[src/rtl/quad_decoder.sv]
// Quadrature rotary encoder decoder with push button.
// Synchronises and debounces A/B/button, tracks the Gray-code phase, and emits
// one-clk step pulses per detent while keeping a wrapping position count.
// Ports:
//   clk, rst             system clock, synchronous active-high reset
//   enc_a, enc_b         raw encoder phases (asynchronous, idle high)
//   enc_btn_n            raw push button (asynchronous, active low)
//   pos                  wrapping position count
//   step_cw, step_ccw    one-clk pulse per clockwise / counter-clockwise detent
//   btn_level            debounced button state, 1 = pressed
//   btn_press            one-clk pulse after btn_level rises
//   quad_err             one-clk pulse when A and B change in the same update
module quad_decoder #(
    parameter int unsigned DEBOUNCE_CYCLES  = 12000,
    parameter int unsigned POS_WIDTH        = 12,
    parameter int unsigned STEPS_PER_DETENT = 4
) (
    input  logic                 clk,
    input  logic                 rst,
    input  logic                 enc_a,
    input  logic                 enc_b,
    input  logic                 enc_btn_n,
    output logic [POS_WIDTH-1:0] pos,
    output logic                 step_cw,
    output logic                 step_ccw,
    output logic                 btn_level,
    output logic                 btn_press,
    output logic                 quad_err
);

    localparam int unsigned CNT_W   = $clog2(DEBOUNCE_CYCLES + 1);
    localparam int unsigned IDX_A   = 0;
    localparam int unsigned IDX_B   = 1;
    localparam int unsigned IDX_BTN = 2;
    localparam logic [CNT_W-1:0] CNT_LAST = CNT_W'(DEBOUNCE_CYCLES - 1);
    // Detent thresholds in 4-bit signed so +4 is representable.
    localparam logic signed [3:0] STEP_P = 4'(STEPS_PER_DETENT);
    localparam logic signed [3:0] STEP_N = -STEP_P;

    logic [2:0]       raw;
    logic [2:0]       sync1;
    logic [2:0]       sync2;
    logic [2:0]       filt;
    logic [2:0]       filt_nxt;
    logic [CNT_W-1:0] cnt     [3];
    logic [CNT_W-1:0] cnt_nxt [3];

    logic [1:0]        q_cur;
    logic [1:0]        q_prev;
    logic [1:0]        q_delta;
    logic signed [2:0] acc;
    logic signed [2:0] acc_nxt;
    logic signed [3:0] acc_up;
    logic signed [3:0] acc_dn;
    logic [POS_WIDTH-1:0] pos_nxt;
    logic              cw_nxt;
    logic              ccw_nxt;
    logic              err_nxt;
    logic              btn_d;

    assign raw = {enc_btn_n, enc_b, enc_a};

    // Gray phase index along the CW sequence 11->01->00->10.
    function automatic logic [1:0] gray_idx(input logic [1:0] ab);
        return {~ab[0], ab[1] ^ ab[0]};
    endfunction

    assign q_cur   = {filt[IDX_A], filt[IDX_B]};
    assign q_delta = gray_idx(q_cur) - gray_idx(q_prev);

    // Debounce: filtered value follows sync only after DEBOUNCE_CYCLES stable mismatches.
    always_comb begin
        filt_nxt = filt;
        cnt_nxt  = '{default: '0};
        for (int i = 0; i < 3; i++) begin
            if (sync2[i] != filt[i]) begin
                if (cnt[i] == CNT_LAST) begin
                    filt_nxt[i] = sync2[i];
                end else begin
                    cnt_nxt[i] = cnt[i] + CNT_W'(1);
                end
            end
        end
    end

    // Quadrature step accumulation; delta 1 = CW, 3 = CCW, 2 = illegal double change.
    always_comb begin
        acc_up  = {acc[2], acc} + 4'sd1;
        acc_dn  = {acc[2], acc} - 4'sd1;
        acc_nxt = acc;
        pos_nxt = pos;
        cw_nxt  = 1'b0;
        ccw_nxt = 1'b0;
        err_nxt = 1'b0;
        case (q_delta)
            2'd1: begin
                if (acc_up == STEP_P) begin
                    cw_nxt  = 1'b1;
                    pos_nxt = pos + POS_WIDTH'(1);
                    acc_nxt = '0;
                end else begin
                    acc_nxt = acc_up[2:0];
                end
            end
            2'd3: begin
                if (acc_dn == STEP_N) begin
                    ccw_nxt = 1'b1;
                    pos_nxt = pos - POS_WIDTH'(1);
                    acc_nxt = '0;
                end else begin
                    acc_nxt = acc_dn[2:0];
                end
            end
            2'd2: begin
                err_nxt = 1'b1;
                acc_nxt = '0;
            end
            default: ;
        endcase
    end

    always_ff @(posedge clk) begin
        if (rst) begin
            sync1     <= '1;
            sync2     <= '1;
            filt      <= '1;
            cnt       <= '{default: '0};
            q_prev    <= 2'b11;
            acc       <= '0;
            pos       <= '0;
            step_cw   <= 1'b0;
            step_ccw  <= 1'b0;
            quad_err  <= 1'b0;
            btn_level <= 1'b0;
            btn_d     <= 1'b0;
            btn_press <= 1'b0;
        end else begin
            sync1     <= raw;
            sync2     <= sync1;
            filt      <= filt_nxt;
            cnt       <= cnt_nxt;
            q_prev    <= q_cur;
            acc       <= acc_nxt;
            pos       <= pos_nxt;
            step_cw   <= cw_nxt;
            step_ccw  <= ccw_nxt;
            quad_err  <= err_nxt;
            btn_level <= ~filt_nxt[IDX_BTN];
            btn_d     <= btn_level;
            btn_press <= btn_level & ~btn_d;
        end
    end

endmodule

[config.mk]
export PLATFORM = sky130hd
export DESIGN_NAME = quad_decoder
export DESIGN_NICKNAME = d
export VERILOG_FILES = /design/src/rtl/quad_decoder.sv
export SDC_FILE = /design/constraint.sdc
export NUM_CORES = 1
export LEC_CHECK = 0
export CORE_MARGIN = 3
export CORE_UTILIZATION = 30
export CTS_BUF_LIST = sky130_fd_sc_hd__clkbuf_16
export CTS_CLUSTER_SIZE = 20
export DETAILED_ROUTE_END_ITERATION = 16
export SETUP_SLACK_MARGIN = 0.2
export SYNTH_ARGS = -nofsm -noshare
export SYNTH_HDL_FRONTEND = slang
export SYNTH_SLANG_ARGS = --single-unit
[constraint.sdc]
create_clock -name clk -period 3.1 [get_ports clk]
set_input_delay 0.93 -clock clk [delete_from_list [all_inputs] [get_ports clk]]
set_output_delay 0.93 -clock clk [all_outputs]
set_load 0.05 [all_outputs]
==> results of run 1 <==
[report_power, final]
part / internal [uW] / total, uW / switching (uW) / leakage [uW]
combinational: 16.8 / 36.4 / 19.7 / 0.000653
sequential: 958 / 963 / 5.29 / 0.000597
clock: 689 / 1050 / 365 / 0.000159
total: 1660 / 2050 / 390 / 0.00141
[stage by stage]
stage | area, sq um | utilization (%)
3_3_place_gp | 3790 | 34.3
2_1_floorplan | 3430 | -
4_1_cts | 4090 | 37.1
5_1_grt | 4120 | 37.3
3_5_place_dp | 3790 | 34.3
6_report | 4120 | 37.3
[registers in the layout, indices dropped and copies added, names as in the netlist]
register and count:
pos 12, btn_level 1, sync2 3, q_prev 2, step_ccw 1, quad_err 1, step_cw 1, btn_d 1
sync1 3, acc 3, cnt 42, btn_press 1, filt 3
[timing repair]
action | CTS | global route
setup endpoints to repair | 0 | 4
resized for setup | 0 | 4
setup buffers | 0 | 2
[cell families after synthesis]
| group | Yosys count | share of synthesized area (%) |
|---|---|---|
| compound gates | 30 | 6.13 |
| flops | 74 | 43.2 |
| mux | 8 | 2.55 |
| simple gates | 188 | 28.1 |
| fa+ha+maj | 9 | 3.28 |
| xor+xnor | 50 | 13.6 |
| buf+inv | 26 | 3.10 |
[worst max-delay path, cell delays in order (launching register included)]
cell and delay (ns):
sky130_fd_sc_hd__dfxtp_1 0.43, sky130_fd_sc_hd__xnor2_1 0.15, sky130_fd_sc_hd__ha_1 0.20, sky130_fd_sc_hd__xor3_2 0.32, sky130_fd_sc_hd__nand2_2 0.14, sky130_fd_sc_hd__xnor2_1 0.13, sky130_fd_sc_hd__ha_2 0.26, sky130_fd_sc_hd__o21ai_0 0.15
sky130_fd_sc_hd__or3_1 0.37, sky130_fd_sc_hd__a21oi_1 0.14, sky130_fd_sc_hd__mux2_2 0.34
[layout by cell type (no fill, tap or decap), types with 6 or more instances in the layout]
| cell type | Yosys | routed |
|---|---|---|
| sky130_fd_sc_hd__or2_2 | 11 | 11 |
| sky130_fd_sc_hd__ha_1 | 9 | 8 |
| sky130_fd_sc_hd__xnor2_1 | 21 | 21 |
| sky130_fd_sc_hd__dfxtp_1 | 74 | 73 |
| sky130_fd_sc_hd__nand4_1 | 8 | 8 |
| sky130_fd_sc_hd__nor2_1 | 68 | 68 |
| sky130_fd_sc_hd__nand2_1 | 14 | 13 |
| sky130_fd_sc_hd__a21oi_1 | 7 | 7 |
| sky130_fd_sc_hd__clkbuf_16 | 0 | 9 |
| sky130_fd_sc_hd__clkdlybuf4s50_1 | 0 | 21 |
| sky130_fd_sc_hd__nor3_1 | 14 | 13 |
| sky130_fd_sc_hd__o21ai_0 | 6 | 6 |
| sky130_fd_sc_hd__and3_1 | 9 | 9 |
| sky130_fd_sc_hd__buf_4 | 0 | 7 |
| sky130_fd_sc_hd__nor2b_1 | 12 | 12 |
| sky130_fd_sc_hd__mux2_2 | 6 | 6 |
| sky130_fd_sc_hd__inv_1 | 11 | 14 |
| sky130_fd_sc_hd__nand3_1 | 25 | 25 |
| sky130_fd_sc_hd__xor2_1 | 27 | 27 |
[final cells by class]
cell class                 count  area [sq um]
sequential                    74          1480
multi-input combinational    285          1850
timing repair buffer          28           263
inverter                      11          41.3
tap                          140           175
clock inverter                 6          76.3
clock buffer                   9           225
fill                        1118          6910
[how the worst min path moves through the flow]
stage | startpoint | slack [ns] | to
CTS | btn_d | 0.39 | btn_press
global placement | btn_d | 0.37 | btn_press
floorplan | btn_d | 0.37 | btn_press
finish | btn_d | 0.38 | btn_press
global route | btn_d | 0.40 | btn_press
detailed placement | btn_d | 0.38 | btn_press
[routing by layer]
| metal | vias to the layer above | wire (um) | track usage [%] |
|---|---|---|---|
| li1 | 1367 | - | - |
| met1 | 1242 | 3160 | 12.8 |
| met2 | 43 | 2950 | 16.6 |
| met3 | 10 | 225 | 3.16 |
| met4 | 0 | 112 | 4.33 |
| met5 | - | 0 | 0 |
==> metrics.md, run 1 <==
| Metric | Value |
|---|---|
| Number of standard cells in the final layout excluding fillers | `553` |
| WHS | `0.382 ns` |
| Buffer cell driving the clock tree root | `sky130_fd_sc_hd__clkbuf_16` |
| Most frequent cell after synthesis | `sky130_fd_sc_hd__dfxtp_1` |
| Total overflow reported by the global router | `0` |
| Worst-case clock skew | `0.00346 ns` |
| Largest buffer count on any clock path | `2` |
| Upper clock frequency limit | `365 MHz` |
| Wire length of the first global-routing pass | `10900 um` |
| Top area cells in the synthesized netlist | `sky130_fd_sc_hd__dfxtp_1 43%, sky130_fd_sc_hd__nor2_1 7.4%, sky130_fd_sc_hd__xor2_1 6.9%, sky130_fd_sc_hd__xnor2_1 5.4%, sky130_fd_sc_hd__nand3_1 3.6%` |
| Placeable Area | `11000 sq um` |
| Count of nets after finishing | `423` |
| # placed instances | `536` |
| Endpoint of the lowest-slack register-to-register path | `pos[8]` |
| Sequential-to-total area share from yosys stat | `43.2%` |
| Clk_lat worst skew | `0.32 ns` |
| Vias post-DR | `2662` |
| Cell Pwr Density | `499 nW/um^2` |
| Post-place setup slack | `0.250 ns` |
| TritonCTS clock tree | `yes` |
| Launching instance or port of the critical path | `filt[1]` |
| DPL Wire Length | `4430 um` |
| Final routed wirelength across all metal layers | `6440 um` |
| Launching element type of the critical path | `register` |
| Setup slack of the worst register-to-register path | `0.36 ns` |
| Type of the most critical hold path | `register to register` |
| Final critical-path share of the clock period | `88.4%` |
| Type of the worst setup path | `register to register` |
| Height of the die | `113 um` |
| Initial antenna violation count | `0` |
| R2R depth | `10` |
| Synth top area share | `43.2%` |
| Total count of max-transition violations in the final report | `0` |
| Slew margin rel. | `51.6%` |
| Syn Nets | `399` |
| Clock sink total | `74` |
| First-pass iteration count of the detailed router | `4` |
| Transition time of the tightest slew-check pin | `0.724 ns` |
| Post-CTS Hold Fix Bufs | `0` |
| Asr flop ratio synth | `0%` |
| Final sum of negative setup slack | `0 ns` |
| Launching point of the worst reg2reg path | `filt[1]` |
| Effective utilization at floorplan | `31.1%` |
| Number of violations of the max-capacitance limit | `0` |
| Worst Path Arrival | `2.95 ns` |
| Number of top-level pins | `22` |
| Run status | `finished clean` |
| Final critical delay including setup and external delays | `2.74 ns` |
| Number of global-route vias before repair | `2490` |
| Unique masters post-synth | `43` |
| Power consumption | `2050 uW` |
| Setup repair after global routing missed its margin | `false` |
| Average footprint of a synthesized cell | `8.91 sq um` |
| Peak fanout along the critical path | `6` |
| Die width | `113 um` |
| Ant diodes | `0` |
| Deepest level of the CTS H-tree | `3` |
| Proportion of layout cells with a drive suffix above 1 | `10.9%` |
| Leakage power summed over all cells | `0.00141 uW` |
| Post-synth top area cell | `sky130_fd_sc_hd__dfxtp_1` |
| Worst setup endpoint | `pos[8]` |
| Die area | `12800 sq um` |
| Final setup margin | `0.360 ns` |
| Hold path cells | `1` |
| RePlAce Congestion | `0.854` |
| Clock-pin slew reported for the worst setup and hold paths after clock tree synthesis | `0.05 ns` |
| Clock buffer count from CTS | `9` |
| Top_reg_cell synth | `sky130_fd_sc_hd__dfxtp_1` |
| Mapped Cells | `385` |
| Overall fraction of global-route tracks in use | `10.3%` |
| Antenna Nets Post-Route | `0` |
| Setup violation total in the final timing report | `0` |
| Data required time of the critical path | `3.31 ns` |
| Residual DRC count | `0` |
| Synth Register Bits | `74` |
| Most numerous cell types in the synthesized netlist | `74 x sky130_fd_sc_hd__dfxtp_1, 68 x sky130_fd_sc_hd__nor2_1, 27 x sky130_fd_sc_hd__xor2_1, 25 x sky130_fd_sc_hd__nand3_1, 21 x sky130_fd_sc_hd__xnor2_1` |
| Peak VDD IR | `201 uV` |
| DRC marker count from the first detailed-route iteration | `92` |
| Area overhead of the layout relative to synthesis | `20.0%` |
| Number of flops mapped to enable cells by yosys | `0` |
| Number of cell rows | `38` |
| Cell area after synthesis | `3430 sq um` |
| Total of buffers placed on input and output ports | `21` |
| Via density per instance | `4.81` |
| YS warnings | `0` |
| Crit. End Element | `register` |
| Number of hold violations in the final report | `0` |
| Routed wire per std cell | `11.7 um` |
| Pin count of the biggest net entering global routing | `32` |
Note: power is estimated with default switching activity, not from simulation.
==> run 2: changes to the inputs <==
Settings changed: CAP_MARGIN set to 20, CORE_MARGIN 3 to unset.
==> run 2 against run 1 <==
Compared with the run above: first-iteration DRC count grew 11%; die area shrank 7.0%; highest routed layer unchanged; combinational power grew 4%; flip-flop and latch count is the same; wire length grew 4.0%; maximum frequency rose by 2.5%; global-route usage is 2.4 points higher; power shrank 5.6%; clock power fell by 11%; final cell count is 0.72% higher.
==> metrics.md, run 2 (synthesis gave the netlist of run 1 again) <==
| Metric | Value |
|---|---|
| Ant diodes | `0 (unchanged)` |
| Crit. End Element | `output pin (was register)` |
| Max reg flops | `42 (unchanged)` |
| Setup violation total in the final timing report | `0 (unchanged)` |
| Peak VDD IR | `321 uV (was 201 uV)` |
| Area overhead of the layout relative to synthesis | `19.8% (was 20.0%)` |
| Placeable Area | `11000 sq um (about the same)` |
| Register share of total power | `49.6% (was 46.9%)` |
| DPL Wire Length | `4580 um (was 4430 um)` |
| Initial antenna violation count | `0 (unchanged)` |
| Total count of max-transition violations in the final report | `0 (unchanged)` |
| Number of cell rows | `38 (unchanged)` |
| Buffer cell driving the clock tree root | `sky130_fd_sc_hd__clkbuf_16 (unchanged)` |
| Setup repair after global routing missed its margin | `false (unchanged)` |
| Clock-pin slew reported for the worst setup and hold paths after clock tree synthesis | `0.06 ns (was 0.05 ns)` |
| Net switching power figure | `427 uW (was 390 uW)` |
| Peak fanout along the critical path | `10 (was 6)` |
| Run status | `finished clean (unchanged)` |
| Top library cells by usage in the layout, fill and taps aside | `72 x sky130_fd_sc_hd__dfxtp_1, 68 x sky130_fd_sc_hd__nor2_1, 27 x sky130_fd_sc_hd__xor2_1, 25 x sky130_fd_sc_hd__nand3_1 (was 73 x sky130_fd_sc_hd__dfxtp_1, 68 x sky130_fd_sc_hd__nor2_1, 27 x sky130_fd_sc_hd__xor2_1, 25 x sky130_fd_sc_hd__nand3_1)` |
| Clock sink total | `74 (unchanged)` |
| DRC marker count from the first detailed-route iteration | `102 (was 92)` |
| TritonCTS clock tree | `yes (unchanged)` |
| RePlAce Congestion | `0.860 (was 0.854)` |
| Number of global-route vias before repair | `2536 (was 2490)` |
| Overall fraction of global-route tracks in use | `12.7% (was 10.3%)` |
| Number of hold violations in the final report | `0 (unchanged)` |
| Slowest cell on the critical path | `sky130_fd_sc_hd__clkdlybuf4s50_1 (was sky130_fd_sc_hd__dfxtp_1)` |
| Final critical delay including setup and external delays | `2.67 ns (was 2.74 ns)` |
| Upper clock frequency limit | `374 MHz (was 365 MHz)` |
| Vias post-DR | `2662 (unchanged)` |
| Most flops, register | `cnt (unchanged)` |
| Number of filler instances in the final layout | `1086 (was 1118)` |
| Routed wire per std cell | `12.0 um (was 11.7 um)` |
| Die width | `109 um (was 113 um)` |
| Pint | `1510 uW (was 1660 uW)` |
| Number of top-level pins | `22 (unchanged)` |
| Slew margin rel. | `54.2% (was 51.6%)` |
| Total overflow reported by the global router | `0 (unchanged)` |
| Largest buffer count on any clock path | `2 (unchanged)` |
| Worst-case clock skew | `0.00591 ns (was 0.00346 ns)` |
| Maximum cell stage delay along the critical path | `0.88 ns (was 0.43 ns)` |
| Proportion of layout cells with a drive suffix above 1 | `12.7% (was 10.9%)` |
| Clock buffer count from CTS | `9 (unchanged)` |
| Pin count of the biggest net entering global routing | `20 (was 32)` |
| Part of the power in the clock network | `48.4% (was 51.3%)` |
| Clk_lat worst skew | `0.33 ns (was 0.32 ns)` |
| Number of cells on the critical path | `1 (was 10)` |
| Final sum of negative setup slack | `0 ns (unchanged)` |
| Worst Path Arrival | `1.74 ns (was 2.95 ns)` |
| Data required time of the critical path | `2.17 ns (was 3.31 ns)` |
| Effective utilization at floorplan | `31.2% (was 31.1%)` |
| Launching element type of the critical path | `register (unchanged)` |
| Final setup margin | `0.427 ns (was 0.360 ns)` |
| R2R depth | `11 (was 10)` |
| Final routed wirelength across all metal layers | `6700 um (was 6440 um)` |
| Deepest level of the CTS H-tree | `3 (unchanged)` |
| Number of violations of the max-capacitance limit | `0 (unchanged)` |
| Worst setup endpoint | `pos[1] (was pos[8])` |
| Post-CTS Hold Fix Bufs | `0 (unchanged)` |
| Type of the most critical hold path | `register to register (unchanged)` |
| Endpoint of the lowest-slack register-to-register path | `pos[2] (was pos[8])` |
| Wire length of the first global-routing pass | `11800 um (was 10900 um)` |
| Leakage power summed over all cells | `0.00139 uW (was 0.00141 uW)` |
| Via density per instance | `4.78 (was 4.81)` |
| Total of buffers placed on input and output ports | `21 (unchanged)` |
| Top cell family by delay on the critical path | `buffers and inverters (was XOR/XNOR gates)` |
| Most frequent standard cell in the layout excluding fill and tap cells | `sky130_fd_sc_hd__dfxtp_1 (unchanged)` |
| Launching point of the worst reg2reg path | `q_prev[0] (was filt[1])` |
| Transition time of the tightest slew-check pin | `0.684 ns (was 0.724 ns)` |
| Launching instance or port of the critical path | `pos[1] (was filt[1])` |
| Residual DRC count | `0 (unchanged)` |
| Setup slack of the worst register-to-register path | `0.44 ns (was 0.36 ns)` |
| Combined buffer and inverter count along the critical path | `1 (was 0)` |
| Die area | `11900 sq um (was 12800 sq um)` |
| Type of the worst setup path | `register to output pin (was register to register)` |
| Combinational fraction of design power | `1.9% (was 1.8%)` |
| Count of nets after finishing | `426 (was 423)` |
| Cell Pwr Density | `472 nW/um^2 (was 499 nW/um^2)` |
| Antenna Nets Post-Route | `0 (unchanged)` |
| Height of the die | `109 um (was 113 um)` |
| First-pass iteration count of the detailed router | `4 (unchanged)` |
| Cell-by-cell trace of the critical path | `clkdlybuf4s50_1 (was xnor2_1, ha_1, xor3_2, nand2_2, xnor2_1, ha_2, o21ai_0, or3_1, a21oi_1, mux2_2)` |
| Final critical-path share of the clock period | `86.2% (was 88.4%)` |
| Switching part of the total | `22.0% (was 19.0%)` |
| Post-place setup slack | `0.231 ns (was 0.250 ns)` |
| Biggest registers after layout | `cnt: 42 flops, pos: 12 flops (unchanged)` |
==> run 2: worst min-delay path by stage <==
stage                     start        end  slack [ns]  cells after the start
final                     btn_d  btn_press        0.39                      1
after global routing      btn_d  btn_press        0.40                      1
after CTS                 btn_d  btn_press        0.39                      1
after detailed placement  btn_d  btn_press        0.38                      1
after global placement    btn_d  btn_press        0.38                      1
after floorplan           btn_d  btn_press        0.37                      1
==> run 2: routing by layer <==
metal	part of all wire, %	vias up	GRT usage, %
li1	-	1369	-
met1	50	1232	16.7
met2	44	50	19.1
met3	3.6	11	4.12
met4	2.1	0	5.50
met5	0	-	0
==> run 2: power groups by stage <==
stage | sequential (uW) | combinational (uW) | clock (uW)
after floorplan | 982 | 26.0 | 0
after global placement | 983 | 37.5 | 0
after detailed placement | 984 | 38.2 | 0
after CTS | 963 | 38.6 | 970
after global routing | 963 | 43.7 | 1020
final | 963 | 37.8 | 939
==> run 2: what timing repair did <==
action,CTS,global route
setup endpoints to repair,0,5
resized for setup,0,6
buffers inserted,0,4
==> run 2: area by class of cell <==
cell class / count / area [sq um] / area share (%)
clock inverter: 7 / 45.0 / 1.10
inverter: 11 / 41.3 / 1.00
timing repair buffer: 31 / 285 / 6.94
tap: 140 / 175 / 4.26
sequential: 74 / 1480 / 36.1
multi-input combinational: 285 / 1850 / 45.1
clock buffer: 9 / 225 / 5.48
==> run 2: through the flow <==
step                total power [uW]  std cells  area (sq um)  hold slack [ns]  utilization (%)
floorplan                       1010        385          3430            0.367                -
global placement                1020        537          3800            0.377             34.6
detailed placement              1020        537          3800            0.378             34.6
CTS                             1970        553          4070            0.390             37.0
global route                    2020        557          4110            0.396             37.4
finish                          1940        557          4110            0.386             37.4
==> run 3: changes to the inputs <==
Settings changed: CELL_PAD_IN_SITES_DETAIL_PLACEMENT set to 1, CELL_PAD_IN_SITES_GLOBAL_PLACEMENT set to 1, PLACE_DENSITY_LB_ADDON set to 0.1.
==> run 3 against run 2 <==
Compared with the run above: first-iteration DRC count down 35%; clock skew down 0.0032 ns; final cell count down 0.36%; worst setup slack worse by 0.048 ns; cell area up 0.12%; count of clock-buffer cells in the layout unchanged; non-clock buffer count down 1; hold slack worse by 0.0049 ns; wire length up 12%; core utilization about the same; combinational power about the same; global-route usage up 1.2 points; critical endpoint is now pos[8]; largest power group is now clock.
==> metrics.md, run 3 (synthesis gave the netlist of run 1 again) <==
| Metric | Value |
|---|---|
| Largest buffer count on any clock path | `2 (unchanged)` |
| Cell-by-cell trace of the critical path | `xor2_1, ha_1, xor3_2, nand2_2, xnor2_1, ha_2, o21ai_0, or3_1, a21oi_1, mux2_2 (was clkdlybuf4s50_1)` |
| Vias post-DR | `2691 (was 2662)` |
| Initial antenna violation count | `0 (unchanged)` |
| Wire length of the first global-routing pass | `12900 um (was 11800 um)` |
| Crit. End Element | `register (was output pin)` |
| Height of the die | `109 um (unchanged)` |
| R2R depth | `10 (was 11)` |
| Residual DRC count | `0 (unchanged)` |
| Worst setup endpoint | `pos[8] (was pos[1])` |
| Overall fraction of global-route tracks in use | `14.0% (was 12.7%)` |
| Max reg flops | `42 (unchanged)` |
| Post-CTS Hold Fix Bufs | `0 (unchanged)` |
| Leakage power summed over all cells | `0.00139 uW (about the same)` |
| Most frequent standard cell in the layout excluding fill and tap cells | `sky130_fd_sc_hd__dfxtp_1 (unchanged)` |
| Final routed wirelength across all metal layers | `7480 um (was 6700 um)` |
| First-pass iteration count of the detailed router | `4 (unchanged)` |
| Final setup margin | `0.379 ns (was 0.427 ns)` |
| Launching element type of the critical path | `register (unchanged)` |
| Number of violations of the max-capacitance limit | `0 (unchanged)` |
| Total overflow reported by the global router | `0 (unchanged)` |
| Worst-case clock skew | `0.00269 ns (was 0.00591 ns)` |
| Run status | `finished clean (unchanged)` |
| Proportion of layout cells with a drive suffix above 1 | `11.8% (was 12.7%)` |
| Final sum of negative setup slack | `0 ns (unchanged)` |
| Total count of max-transition violations in the final report | `0 (unchanged)` |
| Most flops, register | `cnt (unchanged)` |
| Number of global-route vias before repair | `2745 (was 2536)` |
| Met1 routed wirelength after detailed routing | `3740 um (was 3340 um)` |
| Setup violation total in the final timing report | `0 (unchanged)` |
| Clock buffer count from CTS | `9 (unchanged)` |
| Effective utilization at floorplan | `31.2% (unchanged)` |
| Maximum cell stage delay along the critical path | `0.38 ns (was 0.88 ns)` |
| Cell Pwr Density | `489 nW/um^2 (was 472 nW/um^2)` |
| Ant diodes | `0 (unchanged)` |
| Slowest cell on the critical path | `sky130_fd_sc_hd__or3_1 (was sky130_fd_sc_hd__clkdlybuf4s50_1)` |
| Endpoint of the lowest-slack register-to-register path | `pos[8] (was pos[2])` |
| RePlAce Congestion | `0.724 (was 0.860)` |
| # placed instances | `537 (unchanged)` |
| Pin count of the biggest net entering global routing | `28 (was 20)` |
| Routed wire per std cell | `13.5 um (was 12.0 um)` |
| Launching point of the worst reg2reg path | `q_prev[0] (unchanged)` |
| Hold path cells | `1 (unchanged)` |
| Die area | `11900 sq um (unchanged)` |
| Slew margin rel. | `65.2% (was 54.2%)` |
| Via density per instance | `4.85 (was 4.78)` |
| Worst Path Arrival | `2.94 ns (was 1.74 ns)` |
| Peak fanout along the critical path | `6 (was 10)` |
| DRC marker count from the first detailed-route iteration | `66 (was 102)` |
| Data required time of the critical path | `3.32 ns (was 2.17 ns)` |
| Area overhead of the layout relative to synthesis | `19.9% (was 19.8%)` |
| WHS | `0.382 ns (was 0.386 ns)` |
| Final critical delay including setup and external delays | `2.72 ns (was 2.67 ns)` |
| Met3 layer wire length in the routed design | `144 um (was 242 um)` |
| Top routing layer in use | `met4 (unchanged)` |
| Antenna Nets Post-Route | `0 (unchanged)` |
| Clk_lat worst skew | `0.33 ns (about the same)` |
| Peak VDD IR | `413 uV (was 321 uV)` |
| Setup slack of the worst register-to-register path | `0.38 ns (was 0.44 ns)` |
| DPL Wire Length | `5160 um (was 4580 um)` |
| Clock-pin slew reported for the worst setup and hold paths after clock tree synthesis | `0.06 ns (about the same)` |
| Setup repair after global routing missed its margin | `false (unchanged)` |
| Die width | `109 um (unchanged)` |
| Final critical-path share of the clock period | `87.8% (was 86.2%)` |
| Top library cells by usage in the layout, fill and taps aside | `72 x sky130_fd_sc_hd__dfxtp_1, 68 x sky130_fd_sc_hd__nor2_1, 27 x sky130_fd_sc_hd__xor2_1, 25 x sky130_fd_sc_hd__nand3_1 (unchanged)` |
| Clock sink total | `74 (unchanged)` |
| Length of routed met2 wiring | `3490 um (was 2980 um)` |
| Number of cell rows | `38 (unchanged)` |
| Type of the worst setup path | `register to register (was register to output pin)` |
| TritonCTS clock tree | `yes (unchanged)` |
| Upper clock frequency limit | `368 MHz (was 374 MHz)` |
| Transition time of the tightest slew-check pin | `0.520 ns (was 0.684 ns)` |
| Placeable Area | `11000 sq um (unchanged)` |
| Number of standard cells in the final layout excluding fillers | `555 (was 557)` |
| Deepest level of the CTS H-tree | `3 (unchanged)` |
| Number of filler instances in the final layout | `1271 (was 1086)` |
| Post-place setup slack | `0.150 ns (was 0.231 ns)` |
| Biggest registers after layout | `cnt: 42 flops, pos: 12 flops (unchanged)` |
| Number of hold violations in the final report | `0 (unchanged)` |
| Launching instance or port of the critical path | `q_prev[0] (was pos[1])` |
| Buffer cell driving the clock tree root | `sky130_fd_sc_hd__clkbuf_16 (unchanged)` |
| Count of nets after finishing | `425 (was 426)` |
| Type of the most critical hold path | `register to register (unchanged)` |
| Total of buffers placed on input and output ports | `21 (unchanged)` |
| Number of top-level pins | `22 (unchanged)` |
-- run 3: metrics by stage --
step           total power [uW]  util (%)  cell area, sq um
2_1_floorplan              1010         -              3430
3_3_place_gp               1020      34.6              3800
3_5_place_dp               1020      34.6              3800
4_1_cts                    2050      37.2              4090
5_1_grt                    2090      37.5              4120
6_report                   2010      37.5              4120
-- run 3: layout make-up --
| type | count | area (sq um) | share of cell area (%) |
|---|---|---|---|
| inverters | 11 | 41.3 | 1.00 |
| well taps | 140 | 175 | 4.26 |
| repair buffers | 30 | 278 | 6.75 |
| clock inverters | 6 | 58.8 | 1.43 |
| multi-input cells | 285 | 1850 | 45.0 |
| clock buffers | 9 | 225 | 5.47 |
| flip-flops and latches | 74 | 1480 | 36.1 |
-- run 3: worst max-delay path: cells and delay by family (launching register included) --
| family | cells | cell delay, ns |
|---|---|---|
| flops | 1 | 0.36 |
| xor+xnor | 3 | 0.61 |
| fa+ha+maj | 2 | 0.46 |
| mux | 1 | 0.34 |
| compound gates | 2 | 0.31 |
| simple gates | 2 | 0.52 |
-- run 3: how the worst min path moves through the flow --
| stage | from | end |
|---|---|---|
| global route | btn_d | btn_press |
| CTS | btn_d | btn_press |
| floorplan | btn_d | btn_press |
| detailed placement | btn_d | btn_press |
| finish | btn_d | btn_press |
| global placement | btn_d | btn_press |
-- run 3: repair_timing --
item	in CTS	in global routing
endpoints found under the setup margin	4	3
resized for setup	2	3
buffers inserted	0	3
-- run 3: metal layers --
metal	vias up	GRT usage, %
met1	1288	17.4
met4	0	5.21
li1	1374	-
met5	-	0
met3	8	3.65
met2	21	23.0
-- run 3: report_power, final --
part | switching (uW) | internal, uW | leakage (uW)
logic | 20.7 | 16.9 | 0.000660
registers | 5.26 | 958 | 0.000597
clock network | 398 | 613 | 0.000136
